[config.mk]
export PLATFORM = sky130hd
export DESIGN_NAME = wb_stopwatch_slave_flat
export DESIGN_NICKNAME = d
export VERILOG_FILES = /design/src/rtl/wb_stopwatch_slave_if.sv /design/src/rtl/wb_stopwatch_slave.sv /design/src/flat_wrapper.sv
export SDC_FILE = /design/constraint.sdc
export NUM_CORES = 1
export LEC_CHECK = 0
export ABC_AREA = 1
export CAP_MARGIN = 20
export CORE_MARGIN = 2
export CORE_UTILIZATION = 53
export CTS_CLUSTER_DIAMETER = 100
export DETAILED_ROUTE_END_ITERATION = 10
export PLACE_DENSITY = 0.85
export SLEW_MARGIN = 10
export SYNTH_ARGS = -nofsm -noshare
export SYNTH_HDL_FRONTEND = slang
export SYNTH_SLANG_ARGS = --single-unit
[constraint.sdc]
create_clock -name clk -period 2.6 [get_ports clk]
set_input_delay 0.26 -clock clk [delete_from_list [all_inputs] [get_ports clk]]
set_output_delay 0.26 -clock clk [all_outputs]
set_load 0.02 [all_outputs]
[src/rtl/wb_stopwatch_slave_if.sv]
// Wishbone classic bus bundle for the stopwatch slave.
// Master drives the request side; slave returns data and ack.
interface wb_stopwatch_slave_if;
    logic [31:0] wb_addr;
    logic [31:0] wb_data;
    logic [3:0]  wb_sel;
    logic        wb_cyc;
    logic        wb_stb;
    logic        wb_we;
    logic [31:0] wb_data_read;
    logic        wb_ack;

    modport master (
        output wb_addr, wb_data, wb_sel,
        output wb_cyc, wb_stb, wb_we,
        input  wb_data_read, wb_ack
    );

    modport slave (
        input  wb_addr, wb_data, wb_sel,
        input  wb_cyc, wb_stb, wb_we,
        output wb_data_read, wb_ack
    );
endinterface

[src/rtl/wb_stopwatch_slave.sv]
// MM:SS BCD stopwatch behind a Wishbone classic slave port.
// Registers: CTRL (run/clear), TIME, STATUS (running/wrap), ID.
module wb_stopwatch_slave #(
    parameter logic [31:0] BASE_ADDR = 32'h0000_0000,
    parameter int unsigned TICK_DIV  = 50_000_000
) (
    input  logic                       clk,
    input  logic                       rst,
    wb_stopwatch_slave_if.slave        bus,
    output logic [3:0]                 sec1,
    output logic [3:0]                 sec2,
    output logic [3:0]                 min1,
    output logic [3:0]                 min2,
    output logic                       running
);
    localparam int unsigned PW = $clog2(TICK_DIV);
    localparam logic [PW-1:0] PRE_TOP = PW'(TICK_DIV - 1);
    localparam logic [PW-1:0] PRE_ONE = PW'(1);
    localparam logic [31:0] ID_VAL = 32'h5357_0001;

    logic          r_ack;
    logic [31:0]   r_rdata;
    logic          r_run;
    logic          r_wrap;
    logic [PW-1:0] r_pre;
    logic [3:0]    r_s1, r_s2, r_m1, r_m2;

    logic          w_match, w_req, w_wr, w_rd;
    logic [1:0]    w_reg;
    logic          w_ctrl_wr, w_clear, w_time_wr, w_w1c;
    logic          w_tick, w_at_max, w_wrap;
    logic [31:0]   w_rmux;
    logic          w_unused;

    function automatic logic [3:0] clamp(input logic [3:0] d,
                                         input logic [3:0] lim);
        return (d > lim) ? lim : d;
    endfunction

    assign w_match   = bus.wb_addr[31:4] == BASE_ADDR[31:4];
    assign w_req     = bus.wb_cyc & bus.wb_stb & w_match & ~r_ack;
    assign w_wr      = w_req & bus.wb_we;
    assign w_rd      = w_req & ~bus.wb_we;
    assign w_reg     = bus.wb_addr[3:2];
    assign w_ctrl_wr = w_wr & (w_reg == 2'd0) & bus.wb_sel[0];
    assign w_clear   = w_ctrl_wr & bus.wb_data[1];
    assign w_time_wr = w_wr & (w_reg == 2'd1) & ~r_run;
    assign w_w1c     = w_wr & (w_reg == 2'd2) & bus.wb_sel[0]
                     & bus.wb_data[1];
    assign w_tick    = r_run & (r_pre == PRE_TOP);
    assign w_at_max  = (r_m2 == 4'd5) & (r_m1 == 4'd9)
                     & (r_s2 == 4'd5) & (r_s1 == 4'd9);
    // A clear on the tick edge suppresses the increment, hence the wrap too.
    assign w_wrap    = w_tick & w_at_max & ~w_clear;

    assign w_unused  = &{1'b0, bus.wb_addr[1:0], bus.wb_data[31:16],
                         bus.wb_sel[3:2]};

    // Register read multiplexer, sampled into r_rdata on a read request.
    always_comb begin
        w_rmux = '0;
        unique case (w_reg)
            2'd0:    w_rmux = {31'd0, r_run};
            2'd1:    w_rmux = {16'd0, r_m2, r_m1, r_s2, r_s1};
            2'd2:    w_rmux = {30'd0, r_wrap, r_run};
            default: w_rmux = ID_VAL;
        endcase
    end

    // Single-cycle ack and read data; ack blocks a back-to-back request.
    always_ff @(posedge clk or posedge rst) begin
        if (rst) begin
            r_ack   <= 1'b0;
            r_rdata <= '0;
        end else begin
            r_ack   <= w_req;
            r_rdata <= w_rd ? w_rmux : '0;
        end
    end

    // Run bit and sticky wrap flag; a new wrap wins over a W1C.
    always_ff @(posedge clk or posedge rst) begin
        if (rst) begin
            r_run  <= 1'b0;
            r_wrap <= 1'b0;
        end else begin
            if (w_ctrl_wr)
                r_run <= bus.wb_data[0];
            if (w_wrap)
                r_wrap <= 1'b1;
            else if (w_w1c)
                r_wrap <= 1'b0;
        end
    end

    // One-second prescaler; holds its value while paused.
    always_ff @(posedge clk or posedge rst) begin
        if (rst)
            r_pre <= '0;
        else if (w_clear)
            r_pre <= '0;
        else if (r_run)
            r_pre <= w_tick ? '0 : r_pre + PRE_ONE;
    end

    // BCD time digits: clear, host load while stopped, or ripple on tick.
    always_ff @(posedge clk or posedge rst) begin
        if (rst) begin
            r_s1 <= 4'd0;
            r_s2 <= 4'd0;
            r_m1 <= 4'd0;
            r_m2 <= 4'd0;
        end else if (w_clear) begin
            r_s1 <= 4'd0;
            r_s2 <= 4'd0;
            r_m1 <= 4'd0;
            r_m2 <= 4'd0;
        end else if (w_time_wr) begin
            if (bus.wb_sel[0]) begin
                r_s1 <= clamp(bus.wb_data[3:0], 4'd9);
                r_s2 <= clamp(bus.wb_data[7:4], 4'd5);
            end
            if (bus.wb_sel[1]) begin
                r_m1 <= clamp(bus.wb_data[11:8], 4'd9);
                r_m2 <= clamp(bus.wb_data[15:12], 4'd5);
            end
        end else if (w_tick) begin
            if (r_s1 != 4'd9) begin
                r_s1 <= r_s1 + 4'd1;
            end else begin
                r_s1 <= 4'd0;
                if (r_s2 != 4'd5) begin
                    r_s2 <= r_s2 + 4'd1;
                end else begin
                    r_s2 <= 4'd0;
                    if (r_m1 != 4'd9) begin
                        r_m1 <= r_m1 + 4'd1;
                    end else begin
                        r_m1 <= 4'd0;
                        r_m2 <= (r_m2 == 4'd5) ? 4'd0 : r_m2 + 4'd1;
                    end
                end
            end
        end
    end

    assign bus.wb_ack       = r_ack;
    assign bus.wb_data_read = r_rdata;
    assign sec1             = r_s1;
    assign sec2             = r_s2;
    assign min1             = r_m1;
    assign min2             = r_m2;
    assign running          = r_run;
endmodule

[src/flat_wrapper.sv]
// flat-port wrapper written by rule: the top's interface ports become plain ports
module wb_stopwatch_slave_flat 
#(
    parameter logic [31:0] BASE_ADDR = 32'h0000_0000,
    parameter int unsigned TICK_DIV  = 50_000_000
)
  (clk, rst, sec1, sec2, min1, min2, running, bus_wb_addr, bus_wb_data, bus_wb_sel, bus_wb_cyc, bus_wb_stb, bus_wb_we, bus_wb_data_read, bus_wb_ack);
  wb_stopwatch_slave_if bus_i ();
  input  logic clk;
  input  logic rst;
  output logic [3:0] sec1;
  output logic [3:0] sec2;
  output logic [3:0] min1;
  output logic [3:0] min2;
  output logic running;
  input wire logic [$bits(bus_i.wb_addr)-1:0] bus_wb_addr;
  input wire logic [$bits(bus_i.wb_data)-1:0] bus_wb_data;
  input wire logic [$bits(bus_i.wb_sel)-1:0] bus_wb_sel;
  input wire logic [$bits(bus_i.wb_cyc)-1:0] bus_wb_cyc;
  input wire logic [$bits(bus_i.wb_stb)-1:0] bus_wb_stb;
  input wire logic [$bits(bus_i.wb_we)-1:0] bus_wb_we;
  output wire logic [$bits(bus_i.wb_data_read)-1:0] bus_wb_data_read;
  output wire logic [$bits(bus_i.wb_ack)-1:0] bus_wb_ack;
  assign bus_i.wb_addr = bus_wb_addr;
  assign bus_i.wb_data = bus_wb_data;
  assign bus_i.wb_sel = bus_wb_sel;
  assign bus_i.wb_cyc = bus_wb_cyc;
  assign bus_i.wb_stb = bus_wb_stb;
  assign bus_i.wb_we = bus_wb_we;
  assign bus_wb_data_read = bus_i.wb_data_read;
  assign bus_wb_ack = bus_i.wb_ack;
  wb_stopwatch_slave #(.BASE_ADDR(BASE_ADDR), .TICK_DIV(TICK_DIV)) u_core (.clk(clk), .rst(rst), .bus(bus_i), .sec1(sec1), .sec2(sec2), .min1(min1), .min2(min2), .running(running));
endmodule
Yosys cells after proc, flatten, opt, wreduce, memory -nomap -nowiden
Index checks and enable logic that the tools add are counted.
{"block": "word_totals", "register_bits": 77, "inputBits": 73, "out_inout_bits": 50, "wordCells": 102}
{"block": "classes", "n_addsub": 5, "order_cmp": 4, "eq_ne": 15, "muxes": 37, "bitwise": 23, "reduce_logical": 9}
{"operator": "4-bit two-way mux", "n": 30}
{"operator": "31-bit case mux with 3 select lines", "n": 1}
{"operator": "26-bit two-way mux", "n": 3}
{"operator": "31-bit two-way mux", "n": 1}
{"operator": "28-bit zero test", "n": 1}
{"operator": "26-bit by 1-bit adder with 26-bit output (second input constant)", "n": 1}
{"operator": "26-bit == test (second input constant)", "n": 1}
{"operator": "1-bit AND", "n": 19}
{"operator": "4-bit by 1-bit adder with 4-bit output (second input constant)", "n": 4}
{"operator": "3-bit by 1-bit != test with 1-bit output (second input constant)", "n": 3}
{"operator": "4-bit by 3-bit == test with 1-bit output (second input constant)", "n": 2}
{"operator": "4-bit == test (second input constant)", "n": 2}
{"operator": "4-bit by 3-bit > comparator with 1-bit output (second input constant)", "n": 2}
{"operator": "4-bit > comparator (second input constant)", "n": 2}
{"operator": "4-bit != test (second input constant)", "n": 2}
{"operator": "3-bit by 2-bit != test with 1-bit output (second input constant)", "n": 2}
{"operator": "5-bit AND reduction", "n": 1}
{"operator": "4-bit by 3-bit != test with 1-bit output (second input constant)", "n": 1}
{"operator": "1-bit inverter", "n": 4}
{"operator": "4-bit AND reduction", "n": 1}
{"operator": "2-bit nonzero test", "n": 2}
{"operator": "3-bit AND reduction", "n": 1}
{"operator": "3-bit nonzero test", "n": 1}
{"operator": "2-bit by 1-bit == test with 1-bit output (second input constant)", "n": 1}
{"operator": "other kinds (4)", "n": 5}

Longest topological paths before layout
Gate-level depths: netlist of run 1.
{"block": "depth", "word_depth": 10, "ltp_mapped": 13}

Worst setup path after synthesis of run 1
Ideal clock, no wire load.
{"block": "synth_path", "path_type": "register to register", "startpoint": "register u_core.r_ack, in the netlist u_core.bus.wb_ack", "endpoint": "register u_core.r_m2[2], in the netlist u_core.min2[2]", "setup_time_ps": 118, "arrival_ps": 1542, "t_required_ps": 2482, "path_slack_ps": 940, "stages_incl_launch_ff": 12, "path_buffers": 1, "cell_sequence": "dfrtp_1 inv_1 nand2_1 nor2_1 nand2_1 nor2_4 nand4_4 buf_2 nand2_2 nand2_1 nand2_1 nand2_1"}
{"block": "synth_between", "elab_chain_cells": 8}
{"element": "start, declared", "line_no": "wb_stopwatch_slave.sv:21", "source": "logic r_ack;"}
{"element": "start signal, assigned", "line_no": "wb_stopwatch_slave.sv:76", "source": "r_ack <= w_req;"}
{"element": "1-bit inverter *", "line_no": "wb_stopwatch_slave.sv:41", "source": "assign w_req = bus.wb_cyc & bus.wb_stb & w_match & ~r_ack;"}
{"element": "1-bit AND *", "line_no": "wb_stopwatch_slave.sv:41"}
{"element": "named net u_core.w_req", "line_no": "wb_stopwatch_slave.sv:28", "source": "logic w_match, w_req, w_wr, w_rd;"}
{"element": "1-bit AND *", "line_no": "wb_stopwatch_slave.sv:42", "source": "assign w_wr = w_req & bus.wb_we;"}
{"element": "1-bit AND (2 in series)", "line_no": "wb_stopwatch_slave.sv:45", "source": "assign w_ctrl_wr = w_wr & (w_reg == 2'd0) & bus.wb_sel[0];"}
{"element": "1-bit AND", "line_no": "wb_stopwatch_slave.sv:46", "source": "assign w_clear = w_ctrl_wr & bus.wb_data[1];"}
{"element": "3-bit by 1-bit != test with 1-bit output (no line) (tied with other cells)"}
{"element": "5-bit AND reduction (no line)"}
{"element": "end signal, assigned", "line_no": "wb_stopwatch_slave.sv:125", "source": "r_m2 <= clamp(bus.wb_data[15:12], 4'd5);"}
{"element": "end signal, assigned", "line_no": "wb_stopwatch_slave.sv:140", "source": "r_m2 <= (r_m2 == 4'd5) ? 4'd0 : r_m2 + 4'd1;"}
{"element": "end, declared", "line_no": "wb_stopwatch_slave.sv:26", "source": "logic [3:0] r_s1, r_s2, r_m1, r_m2;"}
The timed path passes the listed nets; every way through them passes the cells marked *.
A chain may end at the register's enable or synchronous reset.

Final worst setup path of run 1
{"block": "layout_path", "startpoint": "register u_core.r_pre[0]", "endpoint": "register u_core.r_m1[3], in the netlist u_core.min1[3]"}
{"block": "layout_between", "elab_chain_cells": 4}
{"element": "start, declared", "line_no": "wb_stopwatch_slave.sv:25", "source": "logic [PW-1:0] r_pre;"}
{"element": "start signal, assigned", "line_no": "wb_stopwatch_slave.sv:103", "source": "r_pre <= w_tick ? '0 : r_pre + PRE_ONE;"}
{"element": "26-bit == test", "line_no": "wb_stopwatch_slave.sv:50", "source": "assign w_tick = r_run & (r_pre == PRE_TOP);"}
{"element": "1-bit AND", "line_no": "wb_stopwatch_slave.sv:50"}
{"element": "3-bit nonzero test (no line)"}
{"element": "4-bit AND reduction (no line)"}
{"element": "end signal, assigned", "line_no": "wb_stopwatch_slave.sv:124", "source": "r_m1 <= clamp(bus.wb_data[11:8], 4'd9);"}
{"element": "end signal, assigned", "line_no": "wb_stopwatch_slave.sv:137", "source": "r_m1 <= r_m1 + 4'd1;"}
{"element": "end, declared", "line_no": "wb_stopwatch_slave.sv:26"}
Every way passes these cells.

==> impl_results.md, run 1 <==
* Post-synth EDFFs at 0
* H-Tree Depth at 3
* Total wire length at 11900 µm
* Switch Pwr at 0.000508 W
* Layout area overhead at 28.5%
* R2r endpoint: u_core.min1[3]
* Crit path launch type: flip-flop
* Yosys warns at 0
* Clock Sinks at 62
* Worst path cell trace: ha_1 -> nand2_1 -> nor2_1 -> nand2_1 -> nor2_1 -> nand3_1 -> o211ai_2 -> nand2_1 -> nand2_1 -> nand2_1
* Worst Path Class, Setup: reg2reg
* GR Overflow Total at 0
* Worst Clk Skew at 0.00731 ns
* Chip height at 94.7 µm
* Hold_buf cts at 0
* Yosys top cell by area: dfrtp_1
* Placed insts at 853
* Ys async rst share at 100%
* Sw Ratio at 24.2%
* Cts bufs inserted at 9
* Syn avg cell area at 6.56 µm²
* Cells after Synth at 664
* Max cap viols at 0
* Share of post-route cells with drive strength above 1 at 6.28%
* Vias in the first global route at 4387
* Die footprint at 8960 µm²
* Clk_lat worst skew at 0.35 ns
* Slew headroom at 60.8%
* Initial antenna violation count at 0
* Critical Path AT at 2.33 ns
* Post-CTS setup buffers at 0
* Mapped cell area at 4360 µm²
* Reg power frac at 45.9%
* Most frequent cells in the layout: 198 x nand2_1, 112 x nor2_1, 95 x clkdlybuf4s50_1, 80 x inv_1, 62 x dfrtp_1
* Leading cell type in the layout, fill and taps excluded: nand2_1
* Critical-path top delay cell: dfrtp_1
* TNS Setup at 0 ns
* Row count at 33
* Pins over their slew limit at 0
* Worst hold path type: in2async
* CTS resizes at 0
* Max rail drop VDD at 220 µV
* Clock power share at 45.9%
* RSZ-0062 raised after global routing: no
* Root Buffer: clkbuf_8
* WL/cell at 13.7 µm
* TritonCTS clock tree: done
* Pin count of the biggest net entering global routing at 36
* Non-filler cells, final at 869
* GP Congestion at 0.961
* Cell count along the critical path at 10
* FF+latch count, synth at 62
* Core Footprint at 8090 µm²
* Critical path fanouts, max at 5
* DRC viols at 0
* Pwr dens at 375 nW/µm²
* Crit path time final at 2.10 ns
* # IOs at 123
* First-pass GRT wire length at 19800 µm
* Final Cycle Share at 80.7%
* Fin nets at 841
* Slew @ Worst Pin at 0.587 ns
* Reg2Reg Setup Slack at 0.50 ns
* Slowest cell delay on critical path at 0.40 ns
* Most Frequent Cell on Critical Path: nand2_1
* Crit. Startpoint: u_core.r_pre[0]
* # port buffers at 95
* DR vias/cell at 5.25
* Ranking of synthesized cells by area: dfrtp_1 36%, nand2_1 17%, nor2_1 9.6%
* Proportion of netlist area held by the largest area contributor at 35.6%
* Starting Density at 53.8%
* Ys flop type: dfrtp_1
* Pleak at 2.77 nW
* Crit. End Element: flip-flop
* Final Hold Viols at 0
* Int Power at 0.00159 W
* Crit path buf inv count at 0
* Unique cell type count in the Yosys netlist at 39
* Initial DRC Count at 235
* Outcome: complete, no violations
* Diode count at 0
* Worst reg2reg startpoint: u_core.r_pre[0]
* Vias at 4561
* Sequential share of the synthesized area at 35.6%
* DRT antenna net count at 0
* CP delay by family, top: simple AND/OR/NAND/NOR gates
* CTS clk-pin slew, worst paths at 0.08 ns
* Gate power share at 8.3%
* Final setup fails at 0
* Worst-case reg-to-reg path depth at 10
* Die Width at 94.7 µm
* DP Wirelength at 9360 µm
* Peak Freq at 476 MHz
* CTS max path bufs at 2
* GRT Total Usage at 28.0%
* First drt pass iteration count at 7
* Req. time, crit path at 2.83 ns
## stage by stage
step / util [%] / setup slack (ns) / power [W] / cell area [µm²] / hold WS (ns)
5_1_grt: 69.2 / 0.342 / 0.00218 / 5600 / 0.341
3_3_place_gp: 66.5 / 0.308 / 0.00115 / 5380 / 0.482
2_1_floorplan: - / 0.799 / 0.00105 / 4380 / 0.396
6_report: 69.2 / 0.501 / 0.00210 / 5600 / 0.292
3_5_place_dp: 66.5 / 0.256 / 0.00116 / 5380 / 0.494
4_1_cts: 69.2 / 0.540 / 0.00211 / 5600 / 0.312
## synth_stat cells, drive strengths merged (2+ instances only)
library cell and count:
dfrtp 62, xnor2 3, nor3 25, buf 21, inv 85, nand4 15, a21oi 11, nor4 3
o211ai 2, nand3 62, nand3b 5, and2 2, ha 9, clkbuf 4, xor2 6, o22ai 5
o21ai 18, nand2 204, nor2 116
## sequential cells by signal, summed over array words and instances (netlist names)
name                     count
u_core.min1                  4
u_core.sec2                  4
u_core.sec1                  4
u_core.r_wrap                1
u_core.min2                  4
u_core.r_pre                26
u_core.bus.wb_ack            1
u_core.running               1
u_core.bus.wb_data_read     17
## power groups by stage
stage | Clock [W] | Combinational (W) | Sequential (W)
after floorplan | 0 | 0.0000724 | 0.000983
after global placement | 0 | 0.000171 | 0.000983
after detailed placement | 0 | 0.000174 | 0.000983
after CTS | 0.000973 | 0.000175 | 0.000963
after global routing | 0.00103 | 0.000193 | 0.000963
final | 0.000963 | 0.000174 | 0.000964
## logic make-up (layout without fill, tap and decap cells)
logic type      count (synthesis)  in the layout  synth area share (%)
compound gates                 39             39                  5.05
xor+xnor                        9              9                  1.81
fa+ha+maj                       9              9                  2.58
buf+inv                       110            204                  11.2
flops                          62             62                  35.6
other cells                     1              7                0.0861
simple gates                  434            434                  43.7
## routing by layer
layer / track usage [%] / vias to the layer above / wire length, µm
met5: 0 / - / 0
met4: 10.9 / 0 / 249
met3: 4.79 / 26 / 834
met2: 48.8 / 183 / 5950
met1: 34.5 / 2087 / 4910
li1: - / 2265 / -
## worst max path at each step
stage	endpoint
3_5_place_dp	u_core.min2[2]
3_3_place_gp	u_core.min2[0]
5_1_grt	u_core.min1[3]
6_report	u_core.min1[3]
2_1_floorplan	u_core.bus.wb_ack
4_1_cts	u_core.min1[3]
## cell type report
type	count	area (µm²)
fillers	719	2490
multi-input cells	498	2340
flip-flops and latches	62	1550
repair buffers	103	1040
inverters	85	319
well taps	105	131
clock buffers	9	124
clock inverters	7	97.6
Power figures use the tool's default switching activity.
==> run 2, diff against run 1 <==
- CORE_UTILIZATION: 53 -> 49
- PLACE_DENSITY: 0.85 -> 0.8
- clock period: 2.6 -> 2 ns (I/O delays scaled with it)
==> run 2 against run 1 <==
Hold slack got worse by 0.077 ns. Sequential power increased by 30%. Die area increased by 7.8%. Critical path depth increased by 3. Final cell count increased by 5.3%. Critical path type is now in2reg. Worst setup slack got worse by 0.37 ns. Register-to-register slack got worse by 0.35 ns. Largest power group is now the clock network. Critical endpoint is now u_core.sec2[3]. First-iteration DRC count increased by 1.7%.
==> impl_results.md, run 2 (synthesis results as in run 1) <==
* Pins over their slew limit at 0 (unchanged)
* Area post-placement at 5710 µm² (was 5380 µm²)
* DR vias/cell at 5.22 (was 5.25)
* Crit path time final at 1.87 ns
* Share of post-route cells with drive strength above 1 at 12.4% (was 6.28%)
* Vias at 4777 (was 4561)
* WL/cell at 14.0 µm (was 13.7 µm)
* Cts bufs inserted at 9 (unchanged)
* TNS Setup at 0 ns (unchanged)
* # IOs at 123 (unchanged)
* Grt met2 use at 49.1% (was 48.8%)
* Peak Freq at 536 MHz
* GRT Total Usage at 27.3% (was 28.0%)
* Clk_lat worst skew at 0.36 ns (was 0.35 ns)
* DRC viols at 0 (unchanged)
* Worst hold path type: in2async (unchanged)
* Hold_buf cts at 0 (unchanged)
* DP Wirelength at 9700 µm (was 9360 µm)
* GR Overflow Total at 0 (unchanged)
* Most frequent cells in the layout: 196 x nand2_1, 110 x nor2_1, 95 x clkdlybuf4s50_1, 80 x inv_1, 62 x dfrtp_1 (was 198 x nand2_1, 112 x nor2_1, 95 x clkdlybuf4s50_1, 80 x inv_1, 62 x dfrtp_1)
* # port buffers at 95 (unchanged)
* Pwr dens at 463 nW/µm² (was 375 nW/µm²)
* CTS clk-pin slew, worst paths at 0.08 ns (about the same)
* Clock Sinks at 62 (unchanged)
* Met1 Use GR at 32.4% (was 34.5%)
* Vias in the first global route at 4731 (was 4387)
* Starting Density at 50.2% (was 53.8%)
* Fin nets at 884 (was 841)
* Worst Path Class, Setup: in2reg (was reg2reg)
* Utilization after layout at 69.0% (was 69.2%)
* Most flop-heavy register: u_core.r_pre (unchanged)
* Leading cell type in the layout, fill and taps excluded: nand2_1 (unchanged)
* Pleak at 3.01 nW (was 2.77 nW)
* Final Cycle Share at 93.3%
* Die footprint at 9660 µm² (was 8960 µm²)
* FILL cells at 747 (was 719)
* Final setup fails at 0 (unchanged)
* DRT antenna net count at 0 (unchanged)
* Max reg flops at 26 (unchanged)
* Hold WS at 0.215 ns (was 0.292 ns)
* Register area at 1550 µm² (unchanged)
* Diode count at 0 (unchanged)
* Layout area overhead at 37.4% (was 28.5%)
* Worst Clk Skew at 0.00847 ns (was 0.00731 ns)
* Row count at 34 (was 33)
* Max cap viols at 0 (unchanged)
* Req. time, crit path at 2.29 ns (was 2.83 ns)
* Outcome: complete, no violations (unchanged)
* GR peak layer: met2 (unchanged)
* Final instance area at 5990 µm² (was 5600 µm²)
* Total wire length at 12800 µm (was 11900 µm)
* Crit. End Element: flip-flop (unchanged)
* Core Footprint at 8680 µm² (was 8090 µm²)
* H-Tree Depth at 3 (unchanged)
* Crit path launch type: input port (was flip-flop)
* Max rail drop VDD at 365 µV (was 220 µV)
* CTS max path bufs at 2 (unchanged)
* First drt pass iteration count at 5 (was 7)
* Pin count of the biggest net entering global routing at 63 (was 36)
* Critical Path AT at 2.16 ns (was 2.33 ns)
* TritonCTS clock tree: done (unchanged)
* Critical path fanouts, max at 9 (was 5)
* Multi-input logic area at 2390 µm² (was 2340 µm²)
* Chip height at 98.3 µm (was 94.7 µm)
* Die Width at 98.3 µm (was 94.7 µm)
* Final Hold Viols at 0 (unchanged)
* Root Buffer: clkbuf_8 (unchanged)
* First-pass GRT wire length at 21600 µm (was 19800 µm)
* Initial antenna violation count at 0 (unchanged)
* GP Congestion at 0.975 (was 0.961)
* Initial DRC Count at 239 (was 235)
* GR Util met3 at 5.37% (was 4.79%)
==> run 2: cell count changes in the layout (fill, tap and decap cells not counted), sizes merged <==
cell  previous run  this run
buf              8        51
==> run 2: metrics by stage <==
| stage | cells | total power, W | setup slack, ns |
|---|---|---|---|
| after CTS | 914 | 0.00277 | 0.0986 |
| after detailed placement | 898 | 0.00153 | -0.175 |
| final | 915 | 0.00277 | 0.134 |
| after global routing | 915 | 0.00285 | -0.0114 |
| after global placement | 898 | 0.00152 | -0.130 |
| after floorplan | 670 | 0.00137 | 0.259 |
==> run 2: layout make-up <==
class                   instances  share of cell area [%]
clock inverters                 7                    1.63
inverters                      85                    5.33
well taps                     108                    2.26
clock buffers                   9                    2.07
flip-flops and latches         62                    25.9
repair buffers                146                    22.9
multi-input cells             498                    39.9
==> run 2: what timing repair did <==
item / in CTS / in global routing
gates resized for setup: 0 / 11
hold endpoints to repair: 0 / 0
buffers inserted: 0 / 1
endpoints found under the setup margin: 0 / 26
==> run 2: worst paths after layout <==
kind | startpoint | end | slack, ns | depth (start not counted)
worst max-delay path | bus_wb_addr[7] | u_core.sec2[3] | 0.13 | 13
worst min-delay path | rst | u_core.r_pre[13] | 0.22 | 3
worst max register to register | u_core.bus.wb_ack | u_core.sec2[3] | 0.15 | 12
worst min register to register | u_core.min2[1] | u_core.min2[1] | 0.56 | 2
max in group asynchronous | rst | u_core.r_pre[0] | 1.49 | 3
min in group clk | bus_wb_data[0] | u_core.running | 0.47 | 3
==> run 2: worst max-delay path, stage by stage <==
cell and delay, ns:
clkdlybuf4s50_1 0.46, nor2_1 0.16, nand2_1 0.07, nor2_1 0.13, nand2_1 0.10, nor2_4 0.19, nand3_2 0.15, buf_4 0.22
nand2_2 0.09, nor2_1 0.06, nor2_1 0.18, nand2_1 0.08, nand2_1 0.06
==> run 2: where the power goes <==
group | total, W | switching (W) | internal [W]
combinational | 0.000251 | 0.000121 | 0.000130
sequential | 0.00125 | 0.00000000417 | 0.00125
clock | 0.00127 | 0.000562 | 0.000705
==> run 2: layer usage <==
layer | wire, µm | vias to the layer above | part of all wire [%]
li1 | - | 2354 | -
met3 | 793 | 32 | 6.2
met4 | 314 | 0 | 2.5
met2 | 6510 | 179 | 51
met5 | 0 | - | 0
met1 | 5150 | 2212 | 40
